`src/rtl/noc_link_pipe.sv`:
```
// Retimed multi-channel link: LAT forward {valid,data} stages, a receive FIFO per
// channel and LAT backward credit stages. The credit threshold covers the full round trip.
module noc_link_pipe #(
  parameter int FLIT_W = 16,
  parameter int NUM_CH = 1,
  parameter int LAT    = 2,
  parameter int DEPTH  = 2*LAT+2
) (
  input  logic                     i_clk,
  input  logic                     i_rst,
  input  logic [NUM_CH-1:0]        i_tx,
  input  logic [NUM_CH*FLIT_W-1:0] i_data,
  output logic [NUM_CH-1:0]        o_credit,
  output logic [NUM_CH-1:0]        o_tx,
  output logic [NUM_CH*FLIT_W-1:0] o_data,
  input  logic [NUM_CH-1:0]        i_credit,
  output logic [NUM_CH-1:0]        o_ovf
);

  localparam int CNT_W = $clog2(DEPTH+1);
  localparam int PTR_W = $clog2(DEPTH);

  if (LAT < 1) begin : g_bad_lat
    $error("noc_link_pipe: LAT must be >= 1");
  end
  if (DEPTH < 2*LAT+2) begin : g_bad_depth
    $error("noc_link_pipe: DEPTH must be >= 2*LAT+2");
  end

  // DEPTH need not be a power of two, so pointers wrap explicitly.
  function automatic logic [PTR_W-1:0] ptr_next(input logic [PTR_W-1:0] p);
    return (p == PTR_W'(DEPTH-1)) ? '0 : p + PTR_W'(1);
  endfunction

  for (genvar c = 0; c < NUM_CH; c++) begin : g_ch
    logic [LAT-1:0]             fwd_v;
    logic [LAT-1:0][FLIT_W-1:0] fwd_d;
    logic [LAT-1:0]             bwd_c;
    logic [FLIT_W-1:0]          mem [DEPTH];
    logic [PTR_W-1:0]           wr_ptr;
    logic [PTR_W-1:0]           rd_ptr;
    logic [CNT_W-1:0]           count;
    logic                       ovf;
    logic                       push;
    logic                       pop;
    logic                       push_ok;
    logic                       credit_raw;

    always_comb begin
      push       = fwd_v[LAT-1];
      pop        = (count != '0) & i_credit[c];
      push_ok    = push & ((count < CNT_W'(DEPTH)) | pop);
      credit_raw = (DEPTH - int'(count)) >= 2*LAT+1;
    end

    always_ff @(posedge i_clk) begin
      if (i_rst) begin
        fwd_v  <= '0;
        bwd_c  <= '0;
        count  <= '0;
        wr_ptr <= '0;
        rd_ptr <= '0;
        ovf    <= 1'b0;
      end else begin
        fwd_v[0] <= i_tx[c];
        bwd_c[0] <= credit_raw;
        for (int i = 1; i < LAT; i++) begin
          fwd_v[i] <= fwd_v[i-1];
          bwd_c[i] <= bwd_c[i-1];
        end
        if (push_ok) wr_ptr <= ptr_next(wr_ptr);
        if (pop)     rd_ptr <= ptr_next(rd_ptr);
        if (push_ok && !pop)      count <= count + CNT_W'(1);
        else if (!push_ok && pop) count <= count - CNT_W'(1);
        if (push && !push_ok) ovf <= 1'b1;
      end
    end

    // Data path carries no reset; validity is tracked by fwd_v and count.
    always_ff @(posedge i_clk) begin
      if (i_tx[c]) fwd_d[0] <= i_data[c*FLIT_W +: FLIT_W];
      for (int i = 1; i < LAT; i++) fwd_d[i] <= fwd_d[i-1];
      if (push_ok) mem[wr_ptr] <= fwd_d[LAT-1];
    end

    assign o_tx[c]                     = (count != '0);
    assign o_data[c*FLIT_W +: FLIT_W]  = mem[rd_ptr];
    assign o_credit[c]                 = bwd_c[LAT-1];
    assign o_ovf[c]                    = ovf;
  end

endmodule

```
`config.mk`:
```
export PLATFORM = sky130hd
export DESIGN_NAME = noc_link_pipe
export DESIGN_NICKNAME = d
export VERILOG_FILES = /design/src/rtl/noc_link_pipe.sv
export SDC_FILE = /design/constraint.sdc
export NUM_CORES = 1
export LEC_CHECK = 0
export BUFFER_PORTS_ARGS = -buffer_cell sky130_fd_sc_hd__buf_2
export CAP_MARGIN = 20
export CORE_MARGIN = 2
export CORE_UTILIZATION = 55
export DETAILED_ROUTE_END_ITERATION = 7
export PLACE_DENSITY = 0.74
export SYNTH_ARGS = -nofsm -noshare
export SYNTH_HDL_FRONTEND = slang
export SYNTH_SLANG_ARGS = --single-unit
export TNS_END_PERCENT = 30
```
`constraint.sdc`:
```
create_clock -name i_clk -period 4.2 [get_ports i_clk]
set_clock_uncertainty 0.1 [all_clocks]
set_input_delay 0.42 -clock i_clk [delete_from_list [all_inputs] [get_ports i_clk]]
set_output_delay 0.42 -clock i_clk [all_outputs]
set_load 0.005 [all_outputs]
```
Yosys cells after proc, flatten, opt, wreduce, memory -nomap -nowiden

Memory sizes are Yosys's and may differ from the RTL's. A register that Yosys moved wholly into a read port is not among the register bits.
Cells that the tools add are included.
W data, S select, Z words.

Add/subtract/negate cells: 5
$lt $le $gt $ge: 2
Equal/unequal tests: 2
Mux-type cells: 8
Bitwise operators: 3
Reductions and logical operators: 7

Operators by type and width:

| operator              | count |
|---|---|
| $mux W3               | 6 |
| $add A3 B1 Y3 const B | 3 |
| $eq A3 B3 Y1 const B  | 2 |
| $ge A4 B4 Y1 const B  | 1 |
| $sub A3 B3 Y4 const A | 1 |
| $logic_and A1 B1 Y1   | 3 |
| $lt A3 B3 Y1 const B  | 1 |
| $reduce_bool A3 Y1    | 1 |
| $sub A3 B1 Y3 const B | 1 |
| $and A1 B1 Y1         | 2 |
| $logic_not A1 Y1      | 2 |
| $mux W1               | 2 |
| $reduce_bool A2 Y1    | 1 |
| $or A1 B1 Y1          | 1 |

Register bits: 46
Memory bits (writable): 96
Input port bits: 20
Output and inout bits: 19
Word-level logic and storage cells: 36
Memories: 1

Memory list:

| memory      | words | bits a word | rd ports | clocked after memory_dff | write ports | RTL line | text |
|---|---|---|---|---|---|---|---|
| g_ch[0].mem | 6     | 16          | 1        | 1                        | 1           | 39       | `logic [FLIT_W-1:0] mem [DEPTH];` |

Logic depth before layout (Yosys ltp)

Gate-level depths: netlist of the first run.

Depth after elaboration: 8
Mapped depth: 11
Depth with buffers taken out: 11

Worst setup path before layout of the first run

OpenSTA, ideal clock, no wires.

Kind: register to register
Start: reg g_ch[0].count[1]
End: mem g_ch[0].mem[2][0] (enable)
Library setup time: 0.413 ns
Arrival: 2.440 ns
Data required time: 3.687 ns
Slack: 1.247 ns
Cell stages (with the launch flop): 8
Buffers on the path: 0
Clock period less this slack: 2.953 ns
Cell sequence: dfxtp_1 -> and2_1 -> ha_1 -> or4b_4 -> nand4_4 -> inv_2 -> nand2b_1 -> nor3b_1

Cells in the longest elaborated chain, start to end: 6

Ends and longest elaborated chain:

| element                                              | RTL line | text |
|---|---|---|
| start: declaration                                   | 42       | `logic [CNT_W-1:0] count;` |
| start signal: assignment                             | 73       | `if (push_ok && !pop) count <= count + CNT_W'(1);` |
| start signal: assignment                             | 74       | `else if (!push_ok && pop) count <= count - CNT_W'(1);` |
| branches (longest 2 deep; another with $lt A3 B3 Y1) | -        |  |
| $or A1 B1 Y1 (*)                                     | 52       | `push_ok = push & ((count < CNT_W'(DEPTH)) \| pop);` |
| $and A1 B1 Y1 (*)                                    | 52       |  |
| via g_ch[0].push_ok                                  | 46       | `logic push_ok;` |
| $mux W1 (*)                                          | 83       | `if (push_ok) mem[wr_ptr] <= fwd_d[LAT-1];` |
| $mux W1 (implied by the code) (*)                    | 83       |  |
| end: declaration                                     | 39       |  |

Mark *: on every way through the listed nets, which the timed path passes.

==> impl_metrics.toml, run 1 <==
[worst_setup_path]
rrSetupSlack_ps = 1500
crit_type = "reg -> out"
path_max_fanout = 14
worst_r2r_endpoint = "g_ch[0].count[1]"
cp_cell_sequence = "buf_4 -> mux4_2 -> nor2_1 -> a21oi_1 -> buf_2"
path_delay_family = "multiplexers"
critPathBufInv = 2
required_ps = 3680
end_kind = "output pin"
r2r_cells = 10
r2r-start = "g_ch[0].count[1]"
max_stage_delay_ps = 550
start_kind = "flip-flop"
arrival_ps = 2220
critPathSlowestCell = "mux4_2"

[placement]
gp_congestion = 0.777
pre_cts_ws_ps = 1520
port_buffers = 38
dp_hpwl_um = 5080

[pwr]
sw_frac_of_total_pct = 23.4
combPwrFrac_pct = 13.9
power_density_nw_per_um2 = 600
pwr-share-clk_pct = 40.3
sequentialPowerShare_pct = 45.8
p_int_mw = 2.87
power_switching_uw = 876
leakage_nw = 2.21
ir_drop_mv = 0.373

[global_routing]
antenna_found_initial = 0
grt_max_degree = 33
track_usage_pct = 18.8
overflow = 0
grt_pass1_wl_um = 13700
first_global_vias = 2630

[synth]
ys_warn_count = 0
ys_seq_area_share_pct = 78.8
synth_edf_count = 112
syn-mean-instance-area_sq_um = 18.6
ys.flop_type = "edfxtp_1"
ys_ff_latch = 145
synth_top_area_cell = "edfxtp_1"
synth_fp_nets = 297
synth_top_area_share_pct = 65.9
synthTopCellsByArea = "edfxtp_1, dfxtp_1, mux4_2"
synth.distinct_cells = 31
netlist_instances = 274
synthMostInstantiatedCell = "edfxtp_1"
async_flop_share_pct = 0
netlist_area_sq_um = 5100
synth_common_cells = "edfxtp_1, dfxtp_1, a21oi_1"

[detailed_routing]
wl_per_cell_um = 18.2
totalWireLength_um = 8530
vias = 2523
first_iter_violations = 178
viasPerCell = 5.39
route.detailed.drc = 0
ant_nets = 0
dr.pass1.iters = 4

[final_layout]
syn2layout_area_growth_pct = 22.3
n_antenna_cell = 0
drive_gt1_share_pct = 28.6
nets = 367

[die]
die_w_um = 100
row_count = 35
die_h_um = 100
dieArea_sq_um = 10100
io-pin-count = 39
core_sq_um = 9110
initial_core_util_pct = 56.0

[cts]
cts_hold_buf = 16
cts_tree = "built"
cts_resized = 0
clk_latency_ps = 510
max-clock-path-buffers = 2
h-tree-depth = 4
cts_setup_buffers = 0
cts_root_buf = "clkbuf_8"
cts-buffers-inserted = 17
path_clk_slew_ps = 60
cts.sinks = 145

[flow_run]
cap_violations = 0

[status]
outcome = "complete, no violations"

[sta]
fin_crit_sh_pct = 65.4
grt_setup_unrepaired = "no"
setup_ws_ps = 1460
final_hold_viol_count = 0
finalSetupViolations = 0
worstMarginPinSlew_ps = 895
drv_slew = 0
maxSlewHeadroom_pct = 40.2
period_minus_slack_ps = 2740
fin_tns_setup_ps = 0
fmax_mhz = 364

[hold_path]
min_path_type = "in -> reg"
whs_endpoint = "g_ch[0].count[0]"
hold_path_depth = 2
min_from = "i_rst"
cell usage in the layout (no fill, tap or decap), drive strengths merged:
cell | synthesis | final
a211oi | 1 | 1
a21oi | 22 | 22
and2 | 1 | 1
buf | 5 | 45
bufinv | 0 | 4
clkbuf | 5 | 17
clkinv | 0 | 10
clkinvlp | 0 | 1
dfxtp | 33 | 33
dlygate4sd3 | 0 | 16
edfxtp | 112 | 112
fa | 1 | 1
ha | 2 | 2
inv | 5 | 5
mux2i | 17 | 17
mux4 | 16 | 16
nand2 | 5 | 5
nand2b | 2 | 2
nand3 | 2 | 2
nand4 | 1 | 1
nand4bb | 1 | 1
nor2 | 21 | 21
nor2b | 3 | 3
nor3 | 3 | 3
nor3b | 1 | 1
o21ai | 3 | 3
or2b | 1 | 1
or3 | 4 | 4
or3b | 1 | 1
or4 | 1 | 1
or4b | 1 | 1
xnor2 | 1 | 1
xor2 | 3 | 3
per-stage QoR:
step	power [mW]	std cells	instance area [sq um]	utilization, %	hold slack [ps]
after floorplan	2.10	274	5100	-	223
after global placement	2.24	419	5450	59.8	224
after detailed placement	2.26	419	5450	59.8	228
after CTS	3.78	467	6220	68.2	132
after global routing	3.91	468	6240	68.5	140
final	3.75	468	6240	68.5	149
layer usage:
layer,up-vias,share of wire [%],global-route usage [%]
met5,-,0,0
met4,0,1.6,6.53
met3,13,3.4,5.57
met2,52,53,32.6
met1,1257,42,22.4
li1,1201,-,-
cells by family after synthesis:
family | Yosys count | share of synthesized area (%)
buffers and inverters | 15 | 1.37
AND/OR/NAND/NOR | 48 | 5.25
AO/OA/AOI/OAI | 26 | 2.60
adder cells (fa/ha/maj) | 3 | 0.882
XOR/XNOR | 4 | 0.686
multiplexers | 33 | 10.4
flip-flops | 145 | 78.8
state kept, by name, indices dropped and copies added, names as in the netlist, named ones only:
signal,count
g_ch.mem,96
g_ch.bwd_c,2
g_ch.wr_ptr,3
o_ovf,1
g_ch.count,3
g_ch.fwd_v,2
g_ch.rd_ptr,3
g_ch.fwd_d,32
worst max-delay path by stage:
| stage | from | to | slack [ps] | cells past startpoint |
|---|---|---|---|---|
| global placement | g_ch[0].count[1] | g_ch[0].mem[0][0] | 1640 | 8 |
| floorplan | g_ch[0].count[1] | g_ch[0].mem[2][0] | 1250 | 7 |
| finish | flip-flop | o_data[10] | 1460 | 5 |
| detailed placement | g_ch[0].count[1] | g_ch[0].mem[0][0] | 1520 | 8 |
| global route | flip-flop | o_data[6] | 1280 | 5 |
| CTS | flip-flop | o_data[10] | 1330 | 5 |
power groups by stage:
stage                     combinational [mW]  sequential (mW)  clock [mW]
after floorplan                        0.405             1.69           0
final                                  0.521             1.72        1.51
after global routing                   0.575             1.73        1.60
after detailed placement               0.511             1.75           0
after CTS                              0.527             1.72        1.53
after global placement                 0.496             1.74           0
worst reg2reg max path, cell delays in order, from the launching register on:
cell and delay, ps:
dfxtp_1 470, and2_1 170, ha_1 160, or4b_4 490
nand4_4 140, inv_2 70, ha_1 230, inv_1 80
fa_1 420, mux2i_1 200, nor2_1 70
cell type report:
| class | instances | area [sq um] |
|---|---|---|
| multi-input cells | 114 | 1030 |
| repair buffers | 61 | 423 |
| well taps | 111 | 139 |
| clock buffers | 17 | 414 |
| flip-flops and latches | 145 | 4030 |
| inverters | 5 | 18.8 |
| fillers | 592 | 2870 |
| clock inverters | 15 | 193 |
No activity file was read; power rests on OpenSTA's default activity.
==> run 2: changes to the inputs <==
- CORE_UTILIZATION: 55 -> 53
- clock period: 4.2 -> 2.3 ns (I/O delays scaled with it)
==> impl_metrics.toml, run 2 (same netlist as run 1, synthesis figures left out) <==
[final_layout]
drive_gt1_share_pct = 33.3
final_common_cell = "edfxtp_1"
layout_common_cells = "edfxtp_1, buf_2, dfxtp_1"
top_register = "g_ch.mem"
reg_top3 = "g_ch.mem (96), g_ch.fwd_d (32)"
nets = 382
largest_register_ffs = 96
utilization_pct = 70.0
n_antenna_cell = 0
fin_cells = 501
syn2layout_area_growth_pct = 27.3

[die]
initial_core_util_pct = 55.0
io-pin-count = 39
core_sq_um = 9280
row_count = 35
die_w_um = 102
die_h_um = 102
dieArea_sq_um = 10400

[detailed_routing]
viasPerCell = 5.12
vias = 2563
dr.pass1.iters = 4
first_iter_violations = 130
route.detailed.drc = 0
wl_per_cell_um = 17.6
totalWireLength_um = 8840
ant_nets = 0

[sta]
fmax_mhz = 432
worstMarginPinSlew_ps = 434
drv_slew = 0
setup_ws_ps = -17.2
grt_setup_unrepaired = "yes"
period_minus_slack_ps = 2320
finalSetupViolations = 1
fin_crit_sh_pct = 101
maxSlewHeadroom_pct = 71.1
final_hold_viol_count = 0

[placement]
dp_hpwl_um = 4890
port_buffers = 38
dp_cells = 448
gp_congestion = 0.765

[pwr]
combPwrFrac_pct = 18.0
p_int_mw = 5.22
sequentialPowerShare_pct = 44.4
power_density_nw_per_um2 = 1070
leakage_nw = 2.27
ir_drop_mv = 0.488
pwr-share-clk_pct = 37.5
sw_frac_of_total_pct = 24.6
power_switching_mw = 1.70

[worst_setup_path]
rrSetupSlack_ps = 10
critPathBufInv = 2
crit_type = "reg -> out"
arrival_ps = 1990
end_kind = "output pin"
cp_cell_sequence = "clkbuf_16 -> mux4_2 -> nor2_1 -> a21oi_1 -> buf_2"
max_stage_delay_ps = 520
required_ps = 1970
start_kind = "flip-flop"
path_delay_family = "multiplexers"
critPathSlowestCell = "mux4_2"
path_max_fanout = 8

[status]
outcome = "finished with violations"
violations = "setup timing"

[global_routing]
grt_pass1_wl_um = 13500
antenna_found_initial = 0
first_global_vias = 2675
overflow = 0
track_usage_pct = 18.3
grt_max_degree = 33

[hold_path]
min_path_type = "in -> reg"

[cts]
max-clock-path-buffers = 2
cts_tree = "built"
clk_latency_ps = 510
path_clk_slew_ps = 60
cts.sinks = 145
cts-buffers-inserted = 17
cts_root_buf = "clkbuf_8"
h-tree-depth = 4

[flow_run]
cap_violations = 0
## run 2: changes by cell type in the layout (fill, tap and decap cells not counted), sizes merged, moves of 2 or more
cell,previous run,this run
buf,45,57
clkinv,10,3
clkinvlp,1,5
inv,5,9
clkbuf,17,20
bufinv,4,2
## run 2: tightest hold or removal path: stages
cell and delay, ps:
buf_2 130, nand2_2 100, xor2_1 70, nor2_1 110
## run 2: cell type report
cell class              count  area (sq um)
flip-flops and latches    145          4030
fillers                   604          2790
multi-input cells         114          1090
repair buffers             76           628
clock buffers              18           418
well taps                 129           161
clock inverters            14           154
inverters                   5          21.3
## run 2: repair_timing
action,in CTS,in global routing
pin swaps,2,2
setup endpoints to repair,30,34
resized for setup,3,6
buffers inserted,1,1
hold endpoints to repair,33,0
hold buffers,17,0
cloned,0,2
## run 2: worst paths after layout
kind                    start           endpoint  cells after the start
max                 flip-flop          o_data[7]                      5
min                  i_credit  g_ch[0].rd_ptr[0]                      4
max reg2reg  g_ch[0].count[1]   g_ch[0].count[2]                     11
min reg2reg  g_ch[0].fwd_d[3]  g_ch[0].fwd_d[19]                      0
## run 2: power by group through the flow
stage	combinational, mW	sequential [mW]	clock, mW
after global placement	1.09	3.09	0
final	1.25	3.08	2.60
after floorplan	0.754	3.10	0
after global routing	1.36	3.09	2.76
after CTS	1.15	3.05	2.64
after detailed placement	1.10	3.10	0
## run 2: through the flow
step | power (mW) | cell area (sq um) | hold slack (ps) | worst slack, ps | TNS [ps]
after floorplan | 3.85 | 5150 | 202 | -67.0 | -1430
after global placement | 4.18 | 5640 | 224 | -21.0 | -342
after detailed placement | 4.21 | 5640 | 229 | -79.4 | -1010
after CTS | 6.84 | 6410 | 68.4 | -72.4 | -433
after global routing | 7.21 | 6500 | 64.9 | -95.1 | -1240
final | 6.92 | 6500 | 60.2 | -17.2 | -17.2
## run 2: routing by layer
metal / vias to the layer above / track usage (%) / wire [um] / part of all wire [%]
met1: 1236 / 21.6 / 3620 / 41
met3: 16 / 5.54 / 612 / 6.9
li1: 1223 / - / - / -
met2: 88 / 30.4 / 4460 / 51
met4: 0 / 9.44 / 142 / 1.6
met5: - / 0 / 0 / 0
==> run 3: changes to the inputs <==
- CORE_ASPECT_RATIO: default -> 0.75
- SLEW_MARGIN: default -> 25
==> impl_metrics.toml, run 3 (same netlist as run 1, synthesis figures left out) <==
[worst_setup_path]
crit_type = "reg -> reg"
cp_cell_sequence = "and2_4 -> ha_4 -> or4b_4 -> nand4_4 -> inv_2 -> buf_6 -> ha_4 -> inv_2 -> fa_2 -> xor2_2 -> or3_1 -> a21oi_1"
max_stage_delay_ps = 360
required_ps = 2540
critPathSlowestCell = "fa_2"
end_kind = "flip-flop"
start_kind = "flip-flop"
path_delay_family = "simple AND/OR/NAND/NOR gates"
critPathBufInv = 3
path_max_fanout = 3
arrival_ps = 2700

[final_layout]
reg_top3 = "g_ch.mem (96), g_ch.fwd_d (32)"
syn2layout_area_growth_pct = 26.6
drive_gt1_share_pct = 36.0
largest_register_ffs = 96
final_common_cell = "edfxtp_1"
n_antenna_cell = 0
nets = 385
utilization_pct = 70.3
layout_common_cells = "edfxtp_1, buf_2, dfxtp_1"
top_register = "g_ch.mem"
fin_area_sq_um = 6460

[detailed_routing]
route.detailed.drc = 0
dr.pass1.iters = 4
ant_nets = 0
totalWireLength_um = 8860
wl_per_cell_um = 17.6
vias = 2589
viasPerCell = 5.15
first_iter_violations = 158

[die]
dieArea_sq_um = 10400
row_count = 30
die_w_um = 117
die_h_um = 89.0
core_sq_um = 9200
io-pin-count = 39
initial_core_util_pct = 55.5

[status]
violations = "setup timing"
outcome = "finished with violations"

[cts]
max-clock-path-buffers = 2
cts.sinks = 145
cts_tree = "built"
cts_root_buf = "clkbuf_16"
clk_latency_ps = 410
cts-buffers-inserted = 17
path_clk_slew_ps = 50
h-tree-depth = 4

[global_routing]
grt_max_degree = 33
grt_pass1_wl_um = 13700
track_usage_pct = 18.6
first_global_vias = 2662
antenna_found_initial = 0
grtUsageMet1_pct = 22.4
gr-usage-met2_pct = 30.8
use_met3_pct = 6.38
top_usage_layer = "met2"
overflow = 0

[placement]
place_area_sq_um = 5630
port_buffers = 38
dp_hpwl_um = 5170
gp_congestion = 0.765

[flow_run]
cap_violations = 0

[sta]
fmax_mhz = 407
setup_ws_ps = -158
fin_crit_sh_pct = 107
grt_setup_unrepaired = "yes"
worstMarginPinSlew_ps = 632
maxSlewHeadroom_pct = 57.7
drv_slew = 0
period_minus_slack_ps = 2460
final_hold_viol_count = 0
finalSetupViolations = 2

[pwr]
power_density_nw_per_um2 = 1040
ir_drop_mv = 0.623
fin_total_pwr_mw = 6.70
leakage_nw = 2.28

[hold_path]
min_path_type = "in -> reg"
[run 3: final cells by class]
| cell class | count | area [sq um] |
|---|---|---|
| Timing Repair Buffer | 79 | 599 |
| Multi-Input combinational cell | 114 | 1110 |
| Fill cell | 574 | 2740 |
| Tap cell | 128 | 160 |
| Clock buffer | 26 | 509 |
| Inverter | 5 | 18.8 |
| Clock inverter | 6 | 32.5 |
| Sequential cell | 145 | 4030 |
[run 3: path summary, 6_finish.rpt]
check / startpoint / to / slack [ps] / cells past startpoint
max: g_ch[0].count[0] / g_ch[0].count[2] / -160 / 12
min: i_rst / g_ch[0].wr_ptr[0] / 50 / 2
max reg2reg: g_ch[0].count[0] / g_ch[0].count[2] / -160 / 12
min reg2reg: g_ch[0].fwd_d[15] / g_ch[0].fwd_d[31] / 240 / 0
[run 3: per-stage QoR]
stage / std cells / setup WS (ps) / hold slack [ps] / TNS (ps)
after CTS: 500 / -129 / 42.0 / -1450
final: 503 / -158 / 50.7 / -230
after global routing: 503 / -228 / 46.9 / -863
after global placement: 450 / -130 / 224 / -3720
after floorplan: 274 / -67.0 / 202 / -1430
after detailed placement: 450 / -199 / 228 / -6520
[run 3: power by group]
group          internal [mW]  total [mW]  switching [mW]
Combinational          0.636        1.19           0.552
Clock                   1.51        2.46           0.947
Sequential              2.97        3.05          0.0812
[run 3: worst reg2reg max path, stage by stage (launching register included)]
cell and delay, ps:
dfxtp_2 320, and2_4 160, ha_4 150, or4b_4 210, nand4_4 80, inv_2 100
buf_6 110, ha_4 130, inv_2 40, fa_2 360, xor2_2 180, or3_1 300
a21oi_1 150
[run 3: layer usage]
layer	part of all wire [%]	routed length [um]
met1	43	3810
met2	50	4400
met3	6.2	551
met4	1.2	103
met5	0	0
[run 3: what timing repair did]
item / in CTS / in global routing
setup endpoints to repair: 50 / 43
resized for setup: 3 / 18
hold buffers: 16 / 0
hold endpoints to repair: 16 / 0
setup buffers: 2 / 3
pin swaps: 3 / 5
